<file path="config.mk">
export PLATFORM = sky130hd
export DESIGN_NAME = exp_unit_pipe
export DESIGN_NICKNAME = d
export VERILOG_FILES = /design/src/rtl/exp_unit_pipe.sv
export SDC_FILE = /design/constraint.sdc
export NUM_CORES = 1
export LEC_CHECK = 0
export CORE_ASPECT_RATIO = 0.9
export CORE_MARGIN = 5
export CORE_UTILIZATION = 55
export CTS_BUF_LIST = sky130_fd_sc_hd__clkbuf_4
export CTS_CLUSTER_DIAMETER = 50
export DETAILED_ROUTE_END_ITERATION = 6
export PLACE_DENSITY = 0.76
export RECOVER_POWER = 50
export SYNTH_ARGS = -nofsm -noshare
export SYNTH_HDL_FRONTEND = slang
export SYNTH_SLANG_ARGS = --single-unit
</file>
<file path="constraint.sdc">
create_clock -name clk -period 3.65 [get_ports clk]
set_input_delay 0.73 -clock clk [delete_from_list [all_inputs] [get_ports clk]]
set_output_delay 0.73 -clock clk [all_outputs]
set_load 0.03 [all_outputs]
</file>
<file path="src/rtl/exp_unit_pipe.sv">
// Exponent datapath for the FP divide/sqrt/multiply unit.
// Takes one request at a time. It forms the pre-normalisation exponent,
// waits for the mantissa unit's normalisation decrement, and then returns
// a saturated final exponent with overflow/underflow flags.
//
// state    | meaning
// ---------+---------------------------------------------------------
// IDLE     | ready for a new request (in_ready=1)
// CALC     | form signed internal exponent eint and the sqrt shift
// WAIT_DEC | waiting for decrement from mantissa unit (dec_ready=1)
// DONE     | result presented (out_valid=1) until consumer takes it
module exp_unit_pipe #(
  parameter int WIDTH     = 8,
  parameter int DEC_WIDTH = 1
) (
  input  logic                 clk,
  input  logic                 reset,
  input  logic                 in_valid,
  output logic                 in_ready,
  input  logic [1:0]           op,
  input  logic [WIDTH-1:0]     e1,
  input  logic [WIDTH-1:0]     e2,
  output logic                 shift,
  input  logic                 dec_valid,
  output logic                 dec_ready,
  input  logic [DEC_WIDTH-1:0] decrement,
  output logic                 out_valid,
  input  logic                 out_ready,
  output logic [WIDTH-1:0]     e3,
  output logic                 ovf,
  output logic                 unf,
  output logic                 illegal
);

  // Three guard bits cover the worst-case sum or difference of two
  // biased exponents plus the bias, together with a sign bit.
  localparam int EW = WIDTH + 3;
  localparam logic signed [EW-1:0] BIAS = EW'((1 << (WIDTH - 1)) - 1);
  localparam logic signed [EW-1:0] EMAX = EW'((1 << WIDTH) - 1);
  localparam logic signed [EW-1:0] ZERO = '0;

  localparam logic [1:0] OP_DIV  = 2'b00;
  localparam logic [1:0] OP_SQRT = 2'b01;
  localparam logic [1:0] OP_MUL  = 2'b10;

  typedef enum logic [1:0] {S_IDLE, S_CALC, S_WAIT_DEC, S_DONE} state_t;

  state_t state, state_next;

  logic [1:0]           op_r;
  logic [WIDTH-1:0]     e1_r, e2_r;
  logic signed [EW-1:0] eint_r;

  logic signed [EW-1:0] e1_x, e2_x, u, sh_x, u_even, eint_calc, dec_x, ef;
  logic                 shift_calc;

  // State register
  always_ff @(posedge clk) begin
    if (reset) state <= S_IDLE;
    else       state <= state_next;
  end

  // Next-state logic
  always_comb begin
    state_next = state;
    case (state)
      S_IDLE:     if (in_valid) state_next = S_CALC;
      S_CALC:     state_next = (op_r == 2'b11) ? S_DONE : S_WAIT_DEC;
      S_WAIT_DEC: if (dec_valid) state_next = S_DONE;
      S_DONE:     if (out_ready) state_next = S_IDLE;
      default:    state_next = S_IDLE;
    endcase
  end

  // Handshake outputs decoded from state
  always_comb begin
    in_ready  = (state == S_IDLE);
    dec_ready = (state == S_WAIT_DEC);
    out_valid = (state == S_DONE);
  end

  // Pre-normalisation exponent for the captured request
  always_comb begin
    e1_x       = {3'b000, e1_r};
    e2_x       = {3'b000, e2_r};
    u          = e1_x - BIAS;
    shift_calc = u[0];
    sh_x       = {{(EW-1){1'b0}}, shift_calc};
    u_even     = u - sh_x;
    eint_calc  = ZERO;
    case (op_r)
      OP_DIV:  eint_calc = e1_x - e2_x + BIAS;
      OP_SQRT: eint_calc = (u_even >>> 1) + BIAS;
      OP_MUL:  eint_calc = e1_x + e2_x - BIAS;
      default: eint_calc = ZERO;
    endcase
  end

  // Final exponent before saturation
  always_comb begin
    dec_x = {{(EW-DEC_WIDTH){1'b0}}, decrement};
    ef    = eint_r - dec_x;
  end

  // Datapath registers: request capture, CALC results and saturated output
  always_ff @(posedge clk) begin
    if (reset) begin
      op_r    <= '0;
      e1_r    <= '0;
      e2_r    <= '0;
      eint_r  <= '0;
      shift   <= 1'b0;
      e3      <= '0;
      ovf     <= 1'b0;
      unf     <= 1'b0;
      illegal <= 1'b0;
    end else begin
      case (state)
        S_IDLE: begin
          if (in_valid) begin
            op_r <= op;
            e1_r <= e1;
            e2_r <= e2;
          end
        end
        S_CALC: begin
          eint_r <= eint_calc;
          if (op_r == 2'b11) begin
            illegal <= 1'b1;
            shift   <= 1'b0;
            e3      <= '0;
            ovf     <= 1'b0;
            unf     <= 1'b0;
          end else begin
            illegal <= 1'b0;
            shift   <= (op_r == OP_SQRT) ? shift_calc : 1'b0;
          end
        end
        S_WAIT_DEC: begin
          if (dec_valid) begin
            if (ef >= EMAX) begin
              e3  <= '1;
              ovf <= 1'b1;
              unf <= 1'b0;
            end else if (ef <= ZERO) begin
              e3  <= '0;
              ovf <= 1'b0;
              unf <= 1'b1;
            end else begin
              e3  <= ef[WIDTH-1:0];
              ovf <= 1'b0;
              unf <= 1'b0;
            end
          end
        end
        default: ;
      endcase
    end
  end

endmodule

</file>
Yosys cells after proc, flatten, opt, wreduce, memory -nomap -nowiden
Index checks and enable logic that the tools add are counted.
{"block": "word_totals", "ff_bits": 43, "latch_bits": 0, "ram_bits": 0, "mem_bits_ro": 0, "in_bits": 24, "out_inout_bits": 15, "word_cells": 58, "n_memories": 0}
{"block": "classes", "n_addsub": 8, "multipliers": 0, "n_div": 0, "n_lt_le_gt_ge": 2, "eq_ne": 10, "shift": 0, "muxes": 22, "bitwise_logic": 0, "reduce_logical": 6}
{"operator": "$pmux W11 S3", "n": 1}
{"operator": "$mux W8", "n": 4}
{"operator": "$add A9 B8 Y10 const B", "n": 2}
{"operator": "$pmux W8 S2", "n": 1}
{"operator": "$ge A11 B9 Y1 const B", "n": 1}
{"operator": "$le A11 B1 Y1 const B", "n": 1}
{"operator": "$sub A11 B2 Y11", "n": 1}
{"operator": "$mux W1", "n": 10}
{"operator": "$sub A9 B2 Y10", "n": 1}
{"operator": "$sub A9 B7 Y10 const B", "n": 1}
{"operator": "$add A8 B8 Y9", "n": 1}
{"operator": "$sub A8 B7 Y9 const B", "n": 1}
{"operator": "$sub A8 B8 Y9", "n": 1}
{"operator": "$eq A2 B2 Y1 const B", "n": 4}
{"operator": "$pmux W2 S4", "n": 1}
{"operator": "$mux W2", "n": 3}
{"operator": "$ne A2 B2 Y1 const B", "n": 3}
{"operator": "$reduce_and A3 Y1", "n": 2}
{"operator": "$eq A2 B1 Y1 const B", "n": 2}
{"operator": "$logic_not A2 Y1", "n": 2}
{"operator": "$pmux W1 S2", "n": 2}
{"operator": "$ne A2 B1 Y1 const B", "n": 1}
{"operator": "$reduce_and A2 Y1", "n": 1}
{"operator": "$reduce_bool A2 Y1", "n": 1}

Longest topological paths before layout
{"block": "logic_depth", "word_depth": 6, "mapped_depth": 14, "mapped_depth_nobuf": 14}

Worst setup path after synthesis
No wires, ideal clock.
{"block": "synth_path", "path_type": "reg2reg", "startpoint": "register e1_r[0]", "endpoint": "register eint_r[8]", "t_arrival_ns": 2.660, "required_time_ns": 3.526, "path_slack_ns": 0.866, "path_stages_with_launch": 14, "cell_sequence": "dfxtp_1 -> inv_1 -> ha_1 -> inv_1 -> fa_1 -> a21oi_1 -> ha_1 -> nor3b_1 -> a21oi_1 -> nor2_1 -> nor4b_4 -> mux2_4 -> a31oi_1 -> nand3_1"}
{"block": "synth_between", "elab_chain_len": 4, "elab_cells_between_ends": 8, "classes_between": "add/sub: 7; mux: 1"}
{"item": "start: declaration", "line_no": "51", "rtl": "logic [WIDTH-1:0] e1_r, e2_r;"}
{"item": "start signal: assignment", "line_no": "109", "rtl": "e1_r <= '0;"}
{"item": "start signal: assignment", "line_no": "122", "rtl": "e1_r <= e1;"}
{"item": "$sub A8 B7 Y9", "line_no": "86", "rtl": "u = e1_x - BIAS;"}
{"item": "$sub A9 B2 Y10", "line_no": "89", "rtl": "u_even = u - sh_x;"}
{"item": "$add A9 B8 Y10", "line_no": "93", "rtl": "OP_SQRT: eint_calc = (u_even >>> 1) + BIAS;"}
{"item": "$pmux W11 S3 *", "line_no": "91", "rtl": "case (op_r)"}
{"item": "end signal: assignment", "line_no": "127", "rtl": "eint_r <= eint_calc;"}
{"item": "end: declaration", "line_no": "52", "rtl": "logic signed [EW-1:0] eint_r;"}
Every way passes the cells marked *; elsewhere a longest branch is shown, timed or not.
A chain may end at the register's enable or synchronous reset.

Final worst setup path
Same ends and word-level chain as after synthesis.

==> results.yml <==
run_status:
  status: "complete, no violations"
cells_and_area:
  synthToLayoutAreaGrowth_pct: 14.0
  final_nets: 503
  num-fill-cells: 534
  diodes: 0
  design_area_um2: 3740
  layout-drive-gt1-share_pct: 6.71
critical_path:
  crit_chain: "inv_1 -> ha_1 -> inv_1 -> fa_1 -> a21oi_1 -> ha_1 -> nor3b_1 -> a21oi_1 -> nor2_1 -> nor4b_4 -> mux2_4 -> a31oi_1 -> nand3_1"
  startpoint: "e1_r[0]"
  cp_max_fo: 8
  worstPathArrival_ns: 3.50
  critical_path_required_ns: 3.90
  cpMaxStageDelayCell: "dfxtp_1"
  worst-setup-path-type: "flop to flop"
  crit_path_max_incr_delay_ns: 0.50
  critPathLaunchType: "flop"
  end_kind: "flop"
  rr_startpoint: "e1_r[0]"
drt:
  first_pass_iters: 5
  route.detailed.drc: 0
  dr.max_layer_used: "met4"
  dr_wl_met3_um: 437
  via_per_inst: 5.86
  met2_length_um: 3400
  drt-met1-wl_um: 3660
  antenna_left: 0
  first_iter_violations: 234
  wl_per_cell_um: 14.7
  via_count: 3029
  finalWirelength_um: 7590
cts:
  cts_sinks: 42
  post_cts_buffers: 0
  numCtsBuffers: 5
  clk_pin_slew_worst_paths_ns: 0.13
  clock_latency_ns: 0.35
  cts_buffer_depth: 2
  ctsHoldBuffers: 0
  post_cts_resized: 0
  htree_levels: 2
  cts-root-buf: "clkbuf_4"
  cts_tree: "done"
global_route:
  grt_max_degree: 44
  track_usage_pct: 20.0
  grt_pass1_vias: 2864
  grt_remaining_overflow: 0
  grt_antenna_before_repair: 0
  grt_pass1_wl_um: 13000
flow_run:
  maxCapViolations: 0
power_and_ir_drop:
  leakagePower_nw: 1.53
  total_power_mw: 2.69
  peakVddDrop_v: 0.000407
  power_density_nw_per_um2: 719
synth:
  synth_top_area_share_pct: 25.6
  synth.top_cells.by_count: "53 x nand2_1, 42 x dfxtp_1, 38 x a21oi_1"
  synth-xor-area-share_pct: 6.14
  ys.flop_type: "dfxtp_1"
  synth.most_common_cell: "nand2_1"
  synth_top_family_by_area: "simple AND/OR/NAND/NOR gates"
  ys_seq_area_share_pct: 25.6
  synth_seq_cells: 42
  yosysUniqueCellTypes: 61
  syn_nets: 472
  yosysWarningCount: 0
  synthMuxAreaShare_pct: 2.33
  synth_edf_count: 0
  async_reset_ff_share_pct: 0
  synthAdderAreaFrac_pct: 13.0
  synth.avg_cell_area_um2: 7.91
  syn_area_um2: 3280
  synthCells: 415
  synth-simple-area-share_pct: 24.0
  synth-compound-area-share_pct: 22.0
  yosysTopAreaCell: "dfxtp_1"
  synthTopCellsByArea: "dfxtp_1 26%, ha_1 12%, nand2_1 6.1%, a21oi_1 5.8%, inv_1 4.1%"
placed_design:
  port_buffers: 38
  placed_area_um2: 3680
  dpl.hpwl_um: 5930
  gp_congestion: 0.889
timing:
  hold_viol: 0
  rsz0062_at_grt: "false"
  finalCritPeriodShare_pct: 89.2
  whs_ns: 0.469
  setup_tns_ns: 0
  worst_pin_slew_ns: 0.827
  setup_viol_count_final: 0
  fmax_mhz: 307
  drv_slew: 0
  period_needed_ns: 3.26
  relSlewSlack_pct: 44.8
  fin_skew_ns: 0.0127
hold_path:
  holdCritStartpoint: "e3[2]"
  hold_path.class: "flop to flop"
floorplan:
  io_pins: 39
  start_util_pct: 57.3
  die_area_um2: 7610
  design.core.area_um2: 5730
  die_w_um: 91.4
  placementRows: 26
  die_height_um: 83.3
through the flow:
stage               utilization (%)  setup WS, ns  cells
floorplan                         -         0.866    415
global placement               64.3         0.306    509
detailed placement             64.3         0.237    509
CTS                            65.3         0.418    517
global route                   65.3         0.164    517
finish                         65.3         0.393    517
layout make-up:
class | instances | area [µm²] | share of cell area, %
multi-input combinational | 320 | 2210 | 59.2
sequential | 42 | 841 | 22.5
timing repair buffer | 41 | 403 | 10.8
inverter | 36 | 135 | 3.61
tap | 70 | 87.6 | 2.34
clock buffer | 6 | 45.0 | 1.20
clock inverter | 2 | 13.8 | 0.368
cell families after synthesis:
| family | count (synthesis) |
|---|---|
| AO/OA/AOI/OAI | 106 |
| XOR/XNOR | 23 |
| adder cells (fa/ha/maj) | 33 |
| buffers and inverters | 53 |
| flip-flops | 42 |
| multiplexers | 7 |
| AND/OR/NAND/NOR | 151 |
flip-flops by register name (all words and copies together), names as in the netlist:
name	flops
e1_r	8
ovf	1
e2_r	8
state	2
illegal	1
eint_r	10
op_r	2
shift	1
e3	8
unf	1
critical path, delay by kind of cell (launching register included):
family	cells	cell delay, ns
mux	1	0.33
fa+ha+maj	3	0.89
simple gates	4	0.72
buf+inv	2	0.19
flops	1	0.50
compound gates	3	0.52
where the power goes:
group | switching (mW) | internal [mW]
Sequential | 0.129 | 0.562
Combinational | 1.03 | 0.733
Clock | 0.157 | 0.0833
per-layer routing:
| metal | track usage [%] | vias up |
|---|---|---|
| li1 | - | 1524 |
| met1 | 28.1 | 1408 |
| met2 | 31.6 | 87 |
| met3 | 3.16 | 10 |
| met4 | 5.33 | 0 |
| met5 | 0 | - |
worst paths after layout:
kind / slack (ns) / end / cells after the start
max: 0.39 / eint_r[8] / 13
min: 0.47 / e3[2] / 2
max reg2reg: 0.39 / eint_r[8] / 13
min reg2reg: 0.47 / e3[2] / 2
layout by cell type (no fill, tap or decap), types with 14 or more instances in the layout:
| cell type | count |
|---|---|
| nand2_1 | 53 |
| clkdlybuf4s50_1 | 32 |
| xnor2_1 | 14 |
| o21ai_0 | 15 |
| ha_1 | 31 |
| dfxtp_1 | 42 |
| inv_1 | 36 |
| nor3_1 | 14 |
| nor2_1 | 33 |
| a21oi_1 | 38 |
No activity file was read; power rests on OpenSTA's default activity.
